==> src/rtl/joy_db9_scan.sv <==
// Multi-port DB9 joystick scanner: drives the shared select line and decodes SMS / MD 3-button / MD 6-button pads.
// Define JOY_SIXBTN_EN to enable the 8-phase scan with 6-button detection (default: 4-phase scan, bits [11:8] and six_o are 0).
module joy_db9_port (
  input  logic        clk_sys,
  input  logic        reset,
  input  logic        i_s2,
  input  logic        i_s3,
  input  logic        i_s5,
  input  logic        i_s6,
  input  logic        i_commit,
  input  logic [5:0]  i_pin,
  output logic [11:0] o_joy,
  output logic        o_six
);
  logic [11:0] r_sh;
  logic        r_six_tmp;

  always_ff @(posedge clk_sys or posedge reset) begin
    if (reset) begin
      r_sh      <= '0;
      r_six_tmp <= 1'b0;
      o_joy     <= '0;
      o_six     <= 1'b0;
    end else begin
      if (i_s2) begin
        r_sh[5:0] <= ~i_pin;
        r_six_tmp <= 1'b0;
      end
      // R and L both low while select is low identifies a Mega Drive pad
      if (i_s3) begin
        if (!i_pin[3] && !i_pin[2]) r_sh[7:6] <= ~i_pin[5:4];
        else                        r_sh[7:4] <= {2'b00, ~i_pin[5:4]};
      end
      if (i_s5 && (i_pin[3:0] == 4'b0000)) r_six_tmp <= 1'b1;
      if (i_s6) r_sh[11:8] <= r_six_tmp ? ~i_pin[3:0] : 4'h0;
      if (i_commit) begin
        o_joy <= r_sh;
        o_six <= r_six_tmp;
      end
    end
  end
endmodule

module joy_db9_scan #(
  parameter int NUM_PORTS  = 2,
  parameter int TICK_DIV   = 1536,
  parameter int IDLE_TICKS = 248
) (
  input  logic                    clk_sys,
  input  logic                    reset,
  input  logic [6*NUM_PORTS-1:0]  joy_i,
  output logic                    p7_o,
  output logic [12*NUM_PORTS-1:0] joy_o,
  output logic [NUM_PORTS-1:0]    six_o,
  output logic                    frame_o
);
`ifdef JOY_SIXBTN_EN
  localparam int NACT = 8;
`else
  localparam int NACT = 4;
`endif
  localparam int NPH = NACT + IDLE_TICKS;
  localparam int PW  = $clog2(NPH);
  localparam int CW  = (TICK_DIV > 1) ? $clog2(TICK_DIV) : 1;

  logic [CW-1:0]               r_cnt;
  logic                        w_tick;
  logic [PW-1:0]               r_ph, w_ph_nxt;
  logic [NUM_PORTS-1:0][5:0]   r_sync1, r_sync2;
  logic                        w_p7_nxt, w_s2, w_s3, w_s5, w_s6, w_commit;

  assign w_tick = (r_cnt == CW'(TICK_DIV - 1));

  always_ff @(posedge clk_sys or posedge reset) begin
    if (reset) begin
      r_cnt   <= '0;
      r_sync1 <= '1;
      r_sync2 <= '1;
      p7_o    <= 1'b1;
      frame_o <= 1'b0;
    end else begin
      r_cnt   <= w_tick ? '0 : r_cnt + 1'b1;
      r_sync1 <= joy_i;
      r_sync2 <= r_sync1;
      p7_o    <= w_p7_nxt;
      frame_o <= w_commit;
    end
  end

  always_ff @(posedge clk_sys or posedge reset) begin
    if (reset) r_ph <= '0;
    else       r_ph <= w_ph_nxt;
  end

  always_comb begin
    w_ph_nxt = r_ph;
    if (w_tick) w_ph_nxt = (r_ph == PW'(NPH - 1)) ? '0 : r_ph + 1'b1;
  end

  // Select level and sample strobes for the tick ending the current phase
  always_comb begin
    w_p7_nxt = p7_o;
    w_s2     = 1'b0;
    w_s3     = 1'b0;
    w_s5     = 1'b0;
    w_s6     = 1'b0;
    w_commit = 1'b0;
    if (w_tick) begin
      w_p7_nxt = 1'b1;
      case (r_ph)
        PW'(0): w_p7_nxt = 1'b0;
        PW'(2): begin w_s2 = 1'b1; w_p7_nxt = 1'b0; end
        PW'(3): w_s3 = 1'b1;
`ifdef JOY_SIXBTN_EN
        PW'(4): w_p7_nxt = 1'b0;
        PW'(5): w_s5 = 1'b1;
        PW'(6): begin w_s6 = 1'b1; w_p7_nxt = 1'b0; end
`endif
        default: ;
      endcase
      w_commit = (r_ph == PW'(NACT));
    end
  end

  for (genvar p = 0; p < NUM_PORTS; p++) begin : g_port
    joy_db9_port u_port (
      .clk_sys  (clk_sys),
      .reset    (reset),
      .i_s2     (w_s2),
      .i_s3     (w_s3),
      .i_s5     (w_s5),
      .i_s6     (w_s6),
      .i_commit (w_commit),
      .i_pin    (r_sync2[p]),
      .o_joy    (joy_o[12*p +: 12]),
      .o_six    (six_o[p])
    );
  end
endmodule
==> config.mk <==
export PLATFORM = sky130hd
export DESIGN_NAME = joy_db9_scan
export DESIGN_NICKNAME = d
export VERILOG_FILES = /design/src/rtl/joy_db9_scan.sv
export SDC_FILE = /design/constraint.sdc
export NUM_CORES = 1
export LEC_CHECK = 0
export ABC_CLOCK_PERIOD_IN_PS = 3300
export CAP_MARGIN = 0
export CORE_MARGIN = 2
export CORE_UTILIZATION = 54
export DETAILED_ROUTE_END_ITERATION = 16
export PLACE_DENSITY = 0.9
export SLEW_MARGIN = 15
export SYNTH_ARGS = -nofsm -noshare
export SYNTH_HDL_FRONTEND = slang
export SYNTH_SLANG_ARGS = --single-unit
==> constraint.sdc <==
create_clock -name clk_sys -period 3.3 [get_ports clk_sys]
set_input_delay 0.66 -clock clk_sys [delete_from_list [all_inputs] [get_ports clk_sys]]
set_output_delay 0.66 -clock clk_sys [all_outputs]
set_load 0.02 [all_outputs]
==> results of run 1 <==
[how the worst max path moves through the flow]
stage / start / end / slack, ns / cells past startpoint
2_1_floorplan: reset / frame_o / 0.71 / 1
3_3_place_gp: r_cnt[0] / g_port[0].u_port.o_joy[0] / 1.15 / 5
3_5_place_dp: r_cnt[0] / g_port[0].u_port.o_joy[2] / 1.10 / 5
4_1_cts: r_cnt[0] / g_port[0].u_port.o_joy[2] / 1.07 / 5
5_1_grt: r_cnt[0] / g_port[0].u_port.o_joy[2] / 0.87 / 5
6_report: r_cnt[0] / g_port[0].u_port.o_joy[6] / 1.07 / 5
[state kept, by name, indices dropped and copies added (netlist names)]
signal and cells:
p7_o 1, g_port.u_port.r_sh 16, g_port.u_port.o_joy 16, r_sync1 12, r_cnt 11, frame_o 1, r_ph 8, r_sync2 12
[cell families (layout without fill, tap and decap cells)]
group | after synthesis | after routing | synth area share, %
flops | 77 | 77 | 63.6
simple gates | 55 | 55 | 11.4
other cells | 1 | 10 | 0.122
mux | 24 | 24 | 8.61
xor+xnor | 7 | 7 | 1.99
buf+inv | 29 | 62 | 5.53
fa+ha+maj | 4 | 4 | 1.63
compound gates | 40 | 40 | 7.11
[Yosys cell counts, drive strengths merged]
cell and instances:
conb 1, and2 1, o21a 1, xnor2 5, nand4 4, a21oi 7
or2 1, o2bb2ai 1, or4 2, mux2i 4, clkbuf 3, inv 12
dfstp 25, o21ai 29, and4 1, nor3 7, nand2b 1, and3 2
nand3 9, and3b 1, dfrtp 52, nor4b 2, ha 4, mux2 20
xor2 2, nor2 7, o211ai 2, nand4b 2, or3 3, buf 14
nand2 10, or4b 2
[per-layer routing]
metal	vias up	global-route usage [%]
li1	882	-
met2	48	28.1
met5	-	0
met1	909	24.2
met3	12	3.73
met4	0	11.0
[layout make-up]
cell class / instances / share of cell area [%]
timing repair buffer: 34 / 9.26
clock inverter: 6 / 1.25
multi-input combinational: 140 / 27.4
sequential: 77 / 54.5
inverter: 12 / 1.25
clock buffer: 10 / 3.83
tap: 72 / 2.51
[power breakdown]
group          internal [mW]  switching (mW)  leakage, nW
Clock                  0.297           0.348       0.0853
Sequential             0.970         0.00805        0.975
Combinational         0.0157          0.0298        0.491
[through the flow]
| step | cell area [sq um] | setup slack [ns] | utilization [%] | hold slack (ns) |
|---|---|---|---|---|
| after CTS | 3590 | 1.07 | 65.3 | 0.357 |
| after global routing | 3590 | 0.874 | 65.3 | 0.355 |
| final | 3590 | 1.07 | 65.3 | 0.354 |
| after global placement | 3410 | 1.15 | 61.9 | 0.346 |
| after floorplan | 3110 | 0.715 | - | 0.345 |
| after detailed placement | 3410 | 1.10 | 61.9 | 0.347 |
[cell usage in the layout (no fill, tap or decap), types with 2 or more instances in the layout]
cell type | Yosys | final
xnor2_1 | 5 | 5
or4b_1 | 2 | 2
mux2_1 | 9 | 9
dfstp_2 | 25 | 25
nand3_1 | 9 | 9
inv_6 | 0 | 2
mux2_2 | 11 | 11
nand4b_1 | 2 | 2
mux2i_1 | 4 | 4
inv_1 | 12 | 11
or3_1 | 3 | 3
o211ai_1 | 2 | 2
nand2_1 | 10 | 10
or4_4 | 2 | 2
ha_1 | 4 | 4
nor3_1 | 7 | 7
xor2_1 | 2 | 2
clkdlybuf4s50_1 | 0 | 31
dfrtp_1 | 52 | 52
nor2_1 | 7 | 7
buf_4 | 10 | 3
and3_1 | 2 | 2
clkbuf_8 | 0 | 10
conb_1 | 1 | 10
nand4_1 | 2 | 2
a21oi_2 | 2 | 2
a21oi_1 | 5 | 5
o21ai_1 | 11 | 11
clkinvlp_4 | 0 | 3
o21ai_0 | 18 | 18
==> run_results.csv, run 1 <==
group,metric,value,unit
detailed_routing,wl_per_cell,14.7,microns
hold_path,hold_path_end,"r_sync2[7]",
detailed_routing,firstDrtPassIters,4,
layout,nFillCells,411,
detailed_routing,met2_length,2520,microns
synthesis,ys_ff_latch,77,
layout,antennaDiodeCount,0,
critical_path,cp_data_arrival_time,2.46,ns
hold_path,hp-class,"reg -> reg",
sta,fin_tns_setup,0,ns
grt,antenna_found_initial,0,
placement,dp.cells,335,
critical_path,end_kind,"flip-flop",
critical_path,ff2ff_path_depth,5,
sta,hold_viol,0,
synthesis,ys_seq_area_share,63.6,%
synthesis,yosys.area.top_type,"dfrtp_1",
floorplan,die_area,6320,sq um
detailed_routing,drc,0,
flow_run,cap_viol_max_count,0,
synthesis,syn_area,3080,sq um
layout,multi_input_area,985,sq um
critical_path,critical_path_buf_inv_count,0,
floorplan,core,5510,sq um
placement,portBuffers,31,
sta,clock_skew,0.00964,ns
synthesis,avgSynthCellArea,13.0,sq um
sta,rsz0062_at_grt,"no",
layout,nets,292,
sta,fmax,0.449,GHz
placement,gp_congestion,0.861,
clock_tree,cts_sinks,77,
sta,finalMaxSlewViolations,0,
power_and_ir_drop,ir_drop,0.318,mV
sta,worst_pin_slew,0.659,ns
critical_path,reg2reg_slack,1.07,ns
hold_path,hold_path_startpoint,"r_sync1[7]",
critical_path,criticalPathCategory,"reg -> reg",
clock_tree,cts_tree,"built",
synthesis,syn-instance-count,237,
clock_tree,hold_buffers,0,
sta,period_share,67.6,%
detailed_routing,met3_length,185,microns
detailed_routing,avgViaCountPerCell,5.27,
floorplan,placementRows,27,
clock_tree,ctsLongestPathBuffers,2,
synthesis,synth_area_leaders,"dfrtp_1 (42%), dfstp_2 (21%), mux2_2 (4.0%)",
clock_tree,cts_max_level,3,
floorplan,dieHeight,79.5,microns
floorplan,initial_core_util,55.9,%
grt,grt_pass1_vias,1819,
critical_path,r2r_end,"g_port[0].u_port.o_joy[6]",
synthesis,yosysTopAreaCellShare,42.3,%
detailed_routing,first_iter_violations,173,
detailed_routing,drt-total-wl,5160,microns
clock_tree,cts_setup_buffers,0,
power_and_ir_drop,power,1.67,mW
clock_tree,clk_latency,0.35,ns
sta,setup_viol,0,
critical_path,cp_slowest_cell,"mux2_1",
sta,finalCriticalPeriod,2.23,ns
power_and_ir_drop,p_per_area,464,nW/um^2
power_and_ir_drop,p_leak,1.55,nW
hold_path,worstHoldPathCells,0,
detailed_routing,ant_nets,0,
floorplan,die_w,79.5,microns
layout,regArea,1960,sq um
critical_path,worstSetupStartpointType,"flip-flop",
placement,dp_hpwl,3710,microns
layout,drive_gt1_share,22.9,%
clock_tree,cts_buffers,9,
layout,stdcell_count,351,
grt,grt_overflow,0,
grt,grt_pass1_wl,8580,microns
grt,grt_max_degree,36,
critical_path,path_cells,"ha_1, nand4_1, nor4b_4, nand4_4, mux2_1",
critical_path,critPathMaxFanout,17,
layout,syn2layout_area_growth,16.7,%
critical_path,cp.required,3.53,ns
detailed_routing,vias,1851,
synthesis,synth_warnings,0,
clock_tree,clkTransAtPathRegs,0.08,ns
floorplan,ios,42,
clock_tree,clockRootBuffer,"clkbuf_8",
critical_path,crit_family,"simple AND/OR/NAND/NOR gates",
sta,relSlewSlack,56.0,%
synthesis,synthDistinctLibCells,40,
critical_path,cpPeakStageDelay,0.42,ns
grt,track_usage,18.3,%
run_status,status,"completed",
critical_path,worstReg2RegStart,"r_cnt[0]",
detailed_routing,dr.max_layer_used,"met4",
clock_tree,cts_resized,0,
detailed_routing,drt-met1-wl,2310,microns
(Power assumes the default switching activity.)
==> run 2: changes to the inputs <==
--- a/config.mk
+++ b/config.mk
@@ -5,7 +5,7 @@
 export SDC_FILE = /design/constraint.sdc
 export NUM_CORES = 1
 export LEC_CHECK = 0
-export ABC_CLOCK_PERIOD_IN_PS = 3300
+export ABC_CLOCK_PERIOD_IN_PS = 2300
 export CAP_MARGIN = 0
 export CORE_MARGIN = 2
 export CORE_UTILIZATION = 54
==> constraint.sdc (replaced) <==
create_clock -name clk_sys -period 2.3 [get_ports clk_sys]
set_input_delay 0.46 -clock clk_sys [delete_from_list [all_inputs] [get_ports clk_sys]]
set_output_delay 0.46 -clock clk_sys [all_outputs]
set_load 0.02 [all_outputs]
==> run 2 against run 1 <==
  * Critical endpoint is now r_ph[5]
  * Sequential cell count is the same
  * Total power up 50%
  * Global-route usage grew 2.5 points
  * Via count rose by 4.1%
  * Fmax is 4.0% higher
  * Utilization is 1.5 points higher
  * Count of clock-buffer cells in the layout increased by 1
  * Register-to-register slack got worse by 0.91 ns
==> run_results.csv, run 2 (synthesized netlist as in run 1, its figures left out) <==
group,metric,value,unit
critical_path,criticalPathCategory,"reg -> reg",
hold_path,hp-class,"reg -> reg",
critical_path,cp_data_arrival_time,2.42,ns
critical_path,cp_slowest_cell,"or4b_1",
critical_path,r2r_end,"r_ph[5]",
placement,dp_hpwl,3690,microns
power_and_ir_drop,ir_drop,0.359,mV
layout,syn2layout_area_growth,19.4,%
layout,largest_registers,"g_port.u_port.o_joy x16, g_port.u_port.r_sh x16",
floorplan,initial_core_util,55.9,%
power_and_ir_drop,p_leak,1.59,nW
sta,rsz0062_at_grt,"no",
critical_path,cp.required,2.58,ns
clock_tree,cts_buffers,9,
power_and_ir_drop,p_per_area,681,nW/um^2
sta,hold_ws,0.351,ns
critical_path,ff2ff_path_depth,6,
critical_path,cpPeakStageDelay,0.66,ns
clock_tree,clockRootBuffer,"clkbuf_8",
critical_path,crit_family,"simple AND/OR/NAND/NOR gates",
placement,placed_area,3430,sq um
clock_tree,cts_max_level,3,
grt,track_usage,20.8,%
detailed_routing,drc,0,
clock_tree,ctsLongestPathBuffers,2,
sta,fin_tns_setup,0,ns
hold_path,worstHoldPathCells,0,
sta,period_share,93.2,%
sta,finalMaxSlewViolations,0,
sta,clock_skew,0.00946,ns
floorplan,die_area,6320,sq um
clock_tree,clk_latency,0.36,ns
floorplan,die_w,79.5,microns
floorplan,ios,42,
sta,hold_viol,0,
sta,setup_viol,0,
detailed_routing,ant_nets,0,
placement,gp_congestion,0.794,
detailed_routing,wl_per_cell,16.0,microns
floorplan,core,5510,sq um
grt,grt_max_degree,78,
power_and_ir_drop,power,2.51,mW
critical_path,critical_path_buf_inv_count,1,
clock_tree,cts_tree,"built",
grt,grt_pass1_vias,1994,
clock_tree,cts_sinks,77,
placement,dp.cells,336,
critical_path,endpoint,"r_ph[5]",
sta,finalCriticalPeriod,2.14,ns
grt,antenna_found_initial,0,
sta,fmax,0.466,GHz
critical_path,worstSetupStartpointType,"flip-flop",
floorplan,placementRows,27,
run_status,status,"completed",
critical_path,path_cells,"ha_1, nand4_1, buf_4, or4b_1, or3_1, o21ai_0",
detailed_routing,drt-total-wl,5730,microns
layout,drive_gt1_share,24.6,%
critical_path,critPathMaxFanout,9,
critical_path,end_kind,"flip-flop",
detailed_routing,firstDrtPassIters,4,
detailed_routing,first_iter_violations,120,
layout,layout_commonest_cell,"dfrtp_1",
critical_path,cp.depth,6,
grt,grt_overflow,0,
clock_tree,clkTransAtPathRegs,0.08,ns
critical_path,worstReg2RegStart,"r_cnt[0]",
layout,mostFrequentLayoutCells,"dfrtp_1 (52), clkdlybuf4s50_1 (31), dfstp_2 (25)",
grt,grt_pass1_wl,9580,microns
critical_path,reg2reg_slack,0.16,ns
detailed_routing,avgViaCountPerCell,5.40,
floorplan,dieHeight,79.5,microns
layout,antennaDiodeCount,0,
layout,stdcell_count,357,
critical_path,startpoint,"r_cnt[0]",
detailed_routing,vias,1927,
placement,portBuffers,31,
layout,nets,298,
layout,final_area,3680,sq um
flow_run,cap_viol_max_count,0,
run 2: changes by cell type in the layout (fill, tap and decap cells not counted), sizes merged:
cell | previous run | this run
buf | 3 | 9
bufinv | 0 | 1
clkinvlp | 3 | 2
inv | 14 | 11
clkinv | 1 | 3
clkbuf | 10 | 11
run 2: worst reg2reg max path, stage by stage (launching register included):
cell and delay, ns:
dfrtp_1 0.40, ha_1 0.25, nand4_1 0.10, buf_4 0.17, or4b_1 0.66, or3_1 0.41
o21ai_0 0.08
run 2: timing repair:
item | CTS | global route
pin swaps | 1 | 1
setup endpoints to repair | 9 | 14
setup buffers | 4 | 1
hold buffers | 0 | 0
gates resized for setup | 0 | 1
run 2: report_power, final:
group	switching, mW	total, mW	internal (mW)	leakage, nW
clock	0.503	1.04	0.533	0.0995
combinational	0.0435	0.0676	0.0242	0.520
sequential	0.0104	1.40	1.39	0.975
total	0.557	2.51	1.95	1.59
run 2: worst min path at each step:
stage                 from           to  slack [ns]
4_1_cts        r_sync1[10]  r_sync2[10]        0.35
6_report       r_sync1[11]  r_sync2[11]        0.35
2_1_floorplan   r_sync1[0]   r_sync2[0]        0.35
5_1_grt        r_sync1[11]  r_sync2[11]        0.35
3_3_place_gp    r_sync1[5]   r_sync2[5]        0.35
3_5_place_dp   r_sync1[10]  r_sync2[10]        0.35
run 2: metal layers:
layer,wire length [microns],global-route usage [%],up-vias
li1,-,-,886
met4,182,12.4,0
met5,0,0,-
met3,213,5.77,14
met2,2950,32.7,49
met1,2380,25.7,978
run 2: area by class of cell:
| class | instances | area (sq um) |
|---|---|---|
| flip-flops and latches | 77 | 1960 |
| fillers | 407 | 1830 |
| multi-input cells | 140 | 987 |
| repair buffers | 40 | 390 |
| clock buffers | 11 | 141 |
| well taps | 72 | 90.1 |
| clock inverters | 5 | 60.1 |
| inverters | 12 | 48.8 |
run 2: metrics by stage:
stage	setup slack [ns]	util, %
finish	0.156	66.8
global route	0.0242	66.8
CTS	0.0363	66.6
detailed placement	0.0424	62.4
global placement	0.171	62.4
floorplan	0.263	-
